**config.mk**
```make
export PLATFORM = sky130hd
export DESIGN_NAME = trng_byte_packer
export DESIGN_NICKNAME = d
export VERILOG_FILES = /design/src/rtl/trng_byte_packer.sv
export SDC_FILE = /design/constraint.sdc
export NUM_CORES = 1
export LEC_CHECK = 0
export ABC_AREA = 0
export CAP_MARGIN = 0
export CORE_MARGIN = 2
export CORE_UTILIZATION = 63
export CTS_CLUSTER_SIZE = 10
export DETAILED_ROUTE_END_ITERATION = 12
export DONT_BUFFER_PORTS = 1
export PLACE_DENSITY = 0.9
export SETUP_SLACK_MARGIN = 0.5
export SYNTH_ARGS = -nofsm -noshare
export SYNTH_HDL_FRONTEND = slang
export SYNTH_SLANG_ARGS = --single-unit
```
**constraint.sdc**
```tcl
create_clock -name clk -period 3.35 [get_ports clk]
set_input_delay 0.335 -clock clk [delete_from_list [all_inputs] [get_ports clk]]
set_output_delay 0.335 -clock clk [all_outputs]
set_load 0.02 [all_outputs]
```
**src/rtl/trng_byte_packer.sv**
```systemverilog
// trng_byte_packer
//   Front end of the send controller. Raw TRNG bits arrive one per
//   bit_valid strobe. They are packed MSB-first into bytes, and each byte is
//   queued in a small synchronous FIFO. Bytes leave the FIFO one at a time
//   through the transmit / tx_byte / is_transmitting handshake. If a byte
//   completes while the FIFO is full, that byte is dropped. The drop is
//   recorded in the sticky overflow flag.
//
//   Optional feature macro: PACKER_STATS_EN
//     defined   -> drop_cnt output and a saturating 16-bit drop counter
//     undefined -> no drop_cnt port and no counter logic
//
// Parameters
//   DEPTH_LOG2       FIFO depth is 2**DEPTH_LOG2 bytes (1..8)
//
// Ports
//   clk              in   system clock, shared with the send controller
//   rst_n            in   asynchronous active-low reset
//   en               in   packing enable; low throws away the partial byte
//   bit_valid        in   raw bit strobe, one bit per high cycle
//   bit_in           in   raw bit, sampled when bit_valid is high
//   is_transmitting  in   busy flag from the send controller
//   transmit         out  one-cycle request to the send controller
//   tx_byte          out  byte being sent; held until the handshake completes
//   fifo_level       out  number of bytes currently queued
//   overflow         out  sticky; at least one completed byte was dropped
//   drop_cnt         out  dropped-byte count (PACKER_STATS_EN builds only)
//
// Handshake states
//   state | meaning
//   IDLE  | no request outstanding; pops the head byte when the FIFO is non-empty
//   REQ   | transmit is high for this single cycle
//   BUSY  | waiting for the send controller to raise is_transmitting
//   DONE  | waiting for is_transmitting to fall before the next request

module trng_byte_packer #(
  parameter int DEPTH_LOG2 = 4
) (
  input  logic                  clk,
  input  logic                  rst_n,
  input  logic                  en,
  input  logic                  bit_valid,
  input  logic                  bit_in,
  input  logic                  is_transmitting,
  output logic                  transmit,
  output logic [7:0]            tx_byte,
  output logic [DEPTH_LOG2:0]   fifo_level,
  output logic                  overflow
`ifdef PACKER_STATS_EN
  ,
  output logic [15:0]           drop_cnt
`endif
);

  localparam int DEPTH = 1 << DEPTH_LOG2;
  localparam logic [DEPTH_LOG2:0]   LEVEL_FULL = (DEPTH_LOG2 + 1)'(DEPTH);
  localparam logic [DEPTH_LOG2:0]   LEVEL_ONE  = (DEPTH_LOG2 + 1)'(1);
  localparam logic [DEPTH_LOG2-1:0] PTR_ONE    = (DEPTH_LOG2)'(1);

  typedef enum logic [1:0] {
    IDLE = 2'd0,
    REQ  = 2'd1,
    BUSY = 2'd2,
    DONE = 2'd3
  } state_t;

  // ---------------------------------------------------------------------
  // Bit packing
  // ---------------------------------------------------------------------
  // Only seven bits need to be stored. On the eighth strobe, the finished
  // byte is formed from the stored bits plus the incoming bit. That byte
  // is written into the FIFO on the same edge.
  logic [6:0] shift_reg;
  logic [2:0] bit_cnt;
  logic       byte_done;
  logic [7:0] byte_new;

  assign byte_done = en && bit_valid && (bit_cnt == 3'd7);
  assign byte_new  = {shift_reg, bit_in};

  always_ff @(posedge clk or negedge rst_n) begin
    if (!rst_n) begin
      bit_cnt   <= '0;
      shift_reg <= '0;
    end else if (!en) begin
      bit_cnt   <= '0;
      shift_reg <= '0;
    end else if (bit_valid) begin
      bit_cnt   <= bit_cnt + 3'd1;
      shift_reg <= {shift_reg[5:0], bit_in};
    end
  end

  // ---------------------------------------------------------------------
  // Byte FIFO
  // ---------------------------------------------------------------------
  logic [7:0]            mem [DEPTH];
  logic [DEPTH_LOG2-1:0] wr_ptr;
  logic [DEPTH_LOG2-1:0] rd_ptr;
  logic                  pop;
  logic                  push;
  logic                  full;
  logic                  drop;

  assign full = (fifo_level == LEVEL_FULL);
  // When the FIFO is full, a pop on the same edge frees the head slot.
  // The incoming byte then takes that slot instead of being dropped. The
  // pop reads the old head before the write lands, because both use
  // non-blocking updates.
  assign push = byte_done && (!full || pop);
  assign drop = byte_done && full && !pop;

  // Storage is not reset; contents are meaningless once the pointers clear.
  always_ff @(posedge clk) begin
    if (push) begin
      mem[wr_ptr] <= byte_new;
    end
  end

  always_ff @(posedge clk or negedge rst_n) begin
    if (!rst_n) begin
      wr_ptr     <= '0;
      rd_ptr     <= '0;
      fifo_level <= '0;
      overflow   <= 1'b0;
    end else begin
      if (push) begin
        wr_ptr <= wr_ptr + PTR_ONE;
      end
      if (pop) begin
        rd_ptr <= rd_ptr + PTR_ONE;
      end
      if (push && !pop) begin
        fifo_level <= fifo_level + LEVEL_ONE;
      end else if (pop && !push) begin
        fifo_level <= fifo_level - LEVEL_ONE;
      end
      if (drop) begin
        overflow <= 1'b1;
      end
    end
  end

`ifdef PACKER_STATS_EN
  always_ff @(posedge clk or negedge rst_n) begin
    if (!rst_n) begin
      drop_cnt <= '0;
    end else if (drop && (drop_cnt != 16'hFFFF)) begin
      drop_cnt <= drop_cnt + 16'd1;
    end
  end
`endif

  // ---------------------------------------------------------------------
  // Handshake FSM
  // ---------------------------------------------------------------------
  state_t     state;
  state_t     state_nxt;
  logic       transmit_nxt;
  logic [7:0] tx_byte_nxt;

  always_ff @(posedge clk or negedge rst_n) begin
    if (!rst_n) begin
      state    <= IDLE;
      transmit <= 1'b0;
      tx_byte  <= '0;
    end else begin
      state    <= state_nxt;
      transmit <= transmit_nxt;
      tx_byte  <= tx_byte_nxt;
    end
  end

  always_comb begin
    state_nxt    = state;
    transmit_nxt = 1'b0;
    tx_byte_nxt  = tx_byte;
    pop          = 1'b0;
    case (state)
      IDLE: begin
        if (fifo_level != '0) begin
          tx_byte_nxt  = mem[rd_ptr];
          transmit_nxt = 1'b1;
          pop          = 1'b1;
          state_nxt    = REQ;
        end
      end
      REQ: begin
        // The send controller raises is_transmitting only one cycle after
        // it samples transmit. For that reason, the flag is not checked in
        // this state.
        state_nxt = BUSY;
      end
      BUSY: begin
        if (is_transmitting) begin
          state_nxt = DONE;
        end
      end
      DONE: begin
        if (!is_transmitting) begin
          state_nxt = IDLE;
        end
      end
      default: begin
        state_nxt = IDLE;
      end
    endcase
  end

endmodule

```
Yosys cells after proc, flatten, opt, wreduce, memory -nomap -nowiden
Memories as Yosys holds them, arrays and structs flattened. A register that Yosys moved wholly into a read port is not among the register bits.
Cells that the tools add are included.
- $add $sub $neg: 5
- reductions and logical operators: 17
- multiplexer cells: 14
- eq/ne operators: 9
- operator list (kind ; number):
    two-way mux 7 bit ; 2
    two-way mux 5 bit ; 2
    adder 4 x 1 -> 4 bit, second input constant ; 2
    case mux 2 bit (4 select lines) ; 1
    logical AND 1 bit ; 7
    two-way mux 2 bit ; 3
    two-way mux 3 bit ; 2
    inequality test 2 bit, second input constant ; 3
    adder 5 x 1 -> 5 bit, second input constant ; 1
    == test 5 bit, second input constant ; 1
    nonzero test 5 bit ; 1
    subtractor 5 x 1 -> 5 bit, second input constant ; 1
    == test 2 bit, second input constant ; 2
    zero test 1 bit ; 4
    two-way mux 1 bit ; 4
    adder 3 x 1 -> 3 bit, second input constant ; 1
    == test 3 bit, second input constant ; 1
    AND reduction 3 bit ; 1
    == test 2 x 1 -> 1 bit, second input constant ; 1
    zero test 2 bit ; 1
    inequality test 2 x 1 -> 1 bit, second input constant ; 1
    AND reduction 2 bit ; 1
    nonzero test 2 bit ; 1
    logical OR 1 bit ; 1
- bits in writable memories: 128
- memories: 1
- input port bits: 6
- flip-flop bits (word level): 27
- memories (memory ; words ; width ; read ports ; clocked after memory_dff ; write ports ; line ; text):
    mem ; 16 ; 8 ; 1 ; 1 ; 1 ; 97 ; logic [7:0] mem [DEPTH];

Longest topological paths before layout
Gate-level depths: netlist (run 1).
- depth in word-level cells: 9
- mapped depth: 12
- depth with buffers taken out: 11

Worst setup path before layout (run 1)
Ideal clock, no wire load.
- kind: register to register
- start point: register fifo_level[0]
- end point: register fifo_level[4]
- path slack: 0.433 ns
- required time: 3.269 ns
- arrival: 2.836 ns
- path buffers: 1
- cell stages (with the launch flop): 12
- path through: dfrtp_1 -> or4_1 -> o21a_2 -> clkinv_2 -> buf_6 -> ha_1 -> inv_1 -> fa_1 -> a21o_1 -> a21oi_1 -> mux2i_1 -> xnor2_1
- cells in the longest elaborated chain, start to end: 8
- RTL lines (item ; line ; text):
    start: declaration ; 47 ; output logic [DEPTH_LOG2:0] fifo_level,
    start signal: assignment ; 134 ; fifo_level <= fifo_level + LEVEL_ONE;
    start signal: assignment ; 136 ; fifo_level <= fifo_level - LEVEL_ONE;
    nonzero test 5 bit * ; 181 ; if (fifo_level != '0) begin
    two-way mux 1 bit * ; 181 ;
    two-way mux 1 bit * ; 179 ; case (state)
    named net pop ; 100 ; logic pop;
    logical OR 1 bit ; 110 ; assign push = byte_done && (!full || pop);
    logical AND 1 bit ; 110 ;
    zero test 1 bit ; 135 ; end else if (pop && !push) begin
    logical AND 1 bit ; 135 ;
    nonzero test 2 bit (no source line) ; - ;
The timed path passes the listed nets; every way through them passes the cells marked *. The select of a mux whose other input is x is not followed.
A chain may end at the register's enable or synchronous reset.

Final worst setup path (run 1)
Ends and elaborated chain as after synthesis.

==> flow_summary.toml, run 1 <==
[power_and_ir_drop]
power_density_nw_per_um2 = 803
p_leak_nw = 2.77
peakVddDrop_uv = 603

[die]
core_area_um2 = 10300
io_pins = 21
die_h_um = 107
die_w_um = 107
die_area_um2 = 11400
rows = 37
start_util = 0.648

[timing]
hold_viol = 0
maxSlewHeadroom = 0.447
tns_ns = 0
whs_ns = 0.0267
max_freq_mhz = 367
rsz0062_at_grt = "false"
worstMarginPinSlew_ns = 0.830
post-route-period-util = 0.813
worst_slack_ns = 0.628
maxSlewViolCount = 0
skew_ns = 0.0134
setup_viol = 0
fin_crit_ns = 2.72

[worst_setup_path]
cp-start-kind = "register"
r2r_slack_ns = 0.63
cp-end-kind = "register"
cp.arrival_ns = 3.18
path_class = "reg2reg"
worstPathMaxFanout = 6
cp.required_ns = 3.80

[synthesis]
synth-warning-count = 0
ys_top_cells_by_area = "edfxtp_1 (58%), dfrtp_1 (13%), mux4_2 (9.8%), ha_1 (2.8%), mux2i_1 (2.7%)"
ys_ff_latch = 163
synth-edff-count = 128
synth_ff_type = "edfxtp_1"
seq_area_frac_synth = 0.709
syn_area_per_cell_um2 = 18.9
yosysMostFrequentCell = "edfxtp_1"
syn_area_um2 = 6660
synth_common_cells = "edfxtp_1 (128), dfrtp_1 (35), mux4_2 (29)"
syn_inst = 352
netlist.area_leader.share = 0.577
async_reset_ff_frac = 0.215
syn_nets = 374
synth_top_area_cell = "edfxtp_1"
synth_cell_types = 40

[status]
status = "completed"

[clock_tree]
path_clk_slew_ns = 0.06
numCtsBuffers = 17
root_buffer = "clkbuf_8"
clock_latency_ns = 0.53
htreeDepth = 4
cts.sinks = 163
cts_tree = "done"
cts.path.max_buffers = 2

[detailed_routing]
wl_per_cell_um = 24.7
vias_per_cell = 6.41
wirelength_um = 12800
drc_errors = 0
vias = 3331
antenna_violating_nets_post_route = 0
drtIter0Drc = 349
drt_pass1_iterations = 5

[finish]
layout.nets = 393
finalNonFillerCells = 520
diodes = 0
final_core_util = 0.736
syn2layout_area_growth_pct = 13.6
drive_above_1_share = 0.224
fillers = 573
largest_reg_flops = 128

[place]
gp_congestion = 0.794
port_buffers = 0
dpl_worst_slack_ns = 0.559
dpl.cell_count = 483
dp_hpwl_um = 7510

[grt]
grt_first_pass_wirelength_um = 19700
grt_antenna_before_repair = 0
first_global_vias = 3419
grt_max_degree = 36
grt_util_all_layers = 0.248
overflow = 0

[min_path]
hold_class = "in2reg"

[flow_run]
max_cap_viol_count = 0
==> final timing paths <==
check / cells after the start / to / startpoint
setup / recovery: 10 / fifo_level[4] / fifo_level[0]
hold / removal: 2 / bit_cnt[2] / bit_valid
setup reg to reg: 10 / fifo_level[4] / fifo_level[0]
hold reg to reg: 2 / rd_ptr[1] / rd_ptr[1]
max in group asynchronous: 2 / fifo_level[1] / rst_n
min in group asynchronous: 2 / shift_reg[0] / rst_n
==> critical path, stage by stage, from the launching register on <==
cell      delay, ns
dfrtp_2        0.49
or4_4          0.57
o21a_4         0.25
clkinv_2       0.05
ha_1           0.17
inv_2          0.09
fa_2           0.36
a21o_1         0.17
a21oi_2        0.14
mux2i_1        0.22
xnor2_1        0.13
==> where the power goes <==
group	switching, W	internal, W
Clock	0.000763	0.00138
Sequential	0.000315	0.00230
Combinational	0.000637	0.000675
==> per-layer routing <==
metal / vias up / global-route usage / wire length [µm]
met2: 156 / 0.393 / 6490
met3: 25 / 0.0638 / 1020
met4: 0 / 0.109 / 331
met5: - / 0 / 0
met1: 1708 / 0.333 / 4990
li1: 1442 / - / -
==> layout make-up <==
| cell class | count | area [µm²] | share of cell area |
|---|---|---|---|
| multi-input combinational | 164 | 1820 | 0.241 |
| clock inverter | 14 | 234 | 0.0309 |
| sequential | 163 | 4720 | 0.624 |
| inverter | 7 | 27.5 | 0.00364 |
| clock buffer | 18 | 428 | 0.0566 |
| timing repair buffer | 18 | 158 | 0.0208 |
| tap | 136 | 170 | 0.0225 |
==> layout by cell type (no fill, tap or decap), drive strengths merged, types with 13 or more instances in the layout <==
cell	Yosys	routed
edfxtp	128	128
dfrtp	35	35
mux4	33	33
mux2i	18	18
clkbuf	7	18
ha	15	15
buf	11	14
nand2	13	13
==> cells by family (layout without fill, tap and decap cells) <==
| group | Yosys count | count (layout) | synth area share |
|---|---|---|---|
| buffers and inverters | 25 | 57 | 0.0212 |
| multiplexers | 52 | 52 | 0.143 |
| AO/OA/AOI/OAI | 35 | 35 | 0.0353 |
| flip-flops | 163 | 163 | 0.709 |
| XOR/XNOR | 11 | 11 | 0.0145 |
| AND/OR/NAND/NOR | 50 | 50 | 0.0461 |
| adder cells (fa/ha/maj) | 16 | 16 | 0.0312 |
==> what timing repair did <==
action	CTS	global route
hold endpoints to repair	62	0
hold buffers	5	0
gates resized for setup	0	5
setup buffers	0	0
endpoints found under the setup margin	0	1
==> metrics by stage <==
step | cell area (µm²) | total power [W]
after floorplan | 6660 | 0.00366
after global placement | 6820 | 0.00385
after detailed placement | 6820 | 0.00392
after CTS | 7540 | 0.00608
after global routing | 7560 | 0.00630
final | 7560 | 0.00607
No activity file was read; power rests on OpenSTA's default activity.
==> run 2, diff against run 1 <==
- CORE_UTILIZATION: 63 -> 57
- PLACE_DENSITY: 0.9 -> 0.86
- clock period: 3.35 -> 2.22 ns (I/O delays scaled with it)
==> run 2 against run 1 <==
Effect of this change: the flow now finishes with violations (setup timing); maximum frequency rose by 7.3%; register-to-register slack worse by 0.94 ns; sequential cell count unchanged; sequential share of layout area fell by 7.0 points; critical path depth up 2; sequential power grew 46%; largest cell class unchanged.
==> flow_summary.toml, run 2 (synthesis results as in run 1) <==
[status]
status = "finished, violations left"
violations = "setup timing"

[detailed_routing]
vias_per_cell = 6.13
drt_pass1_iterations = 4
antenna_violating_nets_post_route = 0
drc_errors = 0
vias = 3513
drtIter0Drc = 483
wirelength_um = 14700
wl_per_cell_um = 25.7

[worst_setup_path]
cp-start-kind = "register"
cp.required_ns = 2.53
cp.arrival_ns = 2.85
cp-end-kind = "register"
path_class = "reg2reg"
worstPathMaxFanout = 4

[die]
io_pins = 21
rows = 39
die_h_um = 112
die_w_um = 112
core_area_um2 = 11400
die_area_um2 = 12600
start_util = 0.583

[place]
dp_hpwl_um = 8220
gp_congestion = 0.780
port_buffers = 0

[finish]
diodes = 0
drive_above_1_share = 0.433
largest_reg_flops = 128
final_cell_mix = "edfxtp_1 (128), mux4_2 (32), buf_4 (32), dfrtp_1 (29), clkbuf_16 (19)"
final_core_util = 0.747
fillers = 602
syn2layout_area_growth_pct = 28.2
layout.nets = 439
final_common_cell = "edfxtp_1"

[timing]
max_freq_mhz = 394
rsz0062_at_grt = "true"
tns_ns = -2.64
worstMarginPinSlew_ns = 0.734
setup_viol = 36
maxSlewViolCount = 0
hold_viol = 0
post-route-period-util = 1.14
fin_crit_ns = 2.54
worst_slack_ns = -0.317
skew_ns = 0.0109
maxSlewHeadroom = 0.510

[power_and_ir_drop]
p_leak_nw = 3.06
power_density_nw_per_um2 = 1220
peakVddDrop_uv = 1100

[clock_tree]
cts.sinks = 163
htreeDepth = 4
root_buffer = "clkbuf_16"
numCtsBuffers = 17
cts_tree = "done"
path_clk_slew_ns = 0.06
cts.path.max_buffers = 2
clock_latency_ns = 0.43

[grt]
grt_max_degree = 36
first_global_vias = 3656
grt_first_pass_wirelength_um = 21900
grt_antenna_before_repair = 0
grt_util_all_layers = 0.241
overflow = 0

[min_path]
hold_class = "in2reg"

[flow_run]
max_cap_viol_count = 0
run 2: cell count changes in the layout (fill, tap and decap cells not counted), moves of 7 or more:
| cell | change |
|---|---|
| buf_12 | +14 |
| buf_4 | +19 |
| a211oi_1 | -7 |
| buf_6 | +11 |
run 2: cell type report:
class                      count  area, µm²  share of cell area
sequential                   163       4730               0.554
multi-input combinational    164       2240               0.263
timing repair buffer          64        754              0.0884
clock buffer                  21        460              0.0540
tap                          143        179              0.0210
clock inverter                11        135              0.0158
inverter                       7       33.8             0.00396
run 2: metal layers:
| metal | vias to the layer above | wire length [µm] | track usage |
|---|---|---|---|
| met1 | 1815 | 6040 | 0.323 |
| met4 | 0 | 451 | 0.0959 |
| met2 | 145 | 7350 | 0.383 |
| met5 | - | 0 | 0 |
| li1 | 1525 | - | - |
| met3 | 28 | 908 | 0.0670 |
run 2: path summary, 6_finish.rpt:
| kind | start | endpoint | slack (ns) | cells past startpoint |
|---|---|---|---|---|
| setup reg to reg | fifo_level[1] | fifo_level[2] | -0.32 | 12 |
| hold / removal | bit_valid | bit_cnt[1] | 0.007 | 2 |
| min in group asynchronous | rst_n | transmit | 0.25 | 2 |
| max in group asynchronous | rst_n | rd_ptr[0] | 1.75 | 2 |
| setup / recovery | fifo_level[1] | fifo_level[2] | -0.32 | 12 |
| hold reg to reg | bit_cnt[2] | bit_cnt[2] | 0.56 | 2 |
run 2: report_power, final:
group	internal [W]	total [W]	leakage [nW]	switching, W
Sequential	0.00348	0.00383	1.63	0.000346
Clock	0.00181	0.00298	0.284	0.00116
Combinational	0.00186	0.00357	1.14	0.00171
run 2: critical path, cell delays in order, from the launching register on:
cell and delay [ns]:
dfrtp_2 0.40, or4_4 0.54, o21a_4 0.23, clkinv_4 0.05, ha_4 0.14, inv_4 0.05, fa_2 0.33, buf_4 0.14
buf_6 0.10, buf_6 0.10, buf_6 0.11, xnor2_4 0.16, o21ai_1 0.07
run 2: repair_timing:
action | in CTS | in global routing
hold buffers | 5 | 0
gates cloned | 0 | 2
pin swaps | 21 | 12
hold endpoints to repair | 61 | 0
endpoints found under the setup margin | 143 | 147
resized for setup | 71 | 21
buffers inserted | 7 | 10
run 2: through the flow:
step	std cells	hold slack, ns	power (W)	area (µm²)	setup WS (ns)
floorplan	352	-0.0736	0.00558	6780	-0.504
global placement	517	-0.0725	0.00616	7260	-0.231
detailed placement	517	-0.0728	0.00628	7260	-0.334
CTS	561	0.00481	0.00982	8290	-0.284
global route	573	0.00763	0.0108	8530	-0.419
finish	573	0.00727	0.0104	8530	-0.317
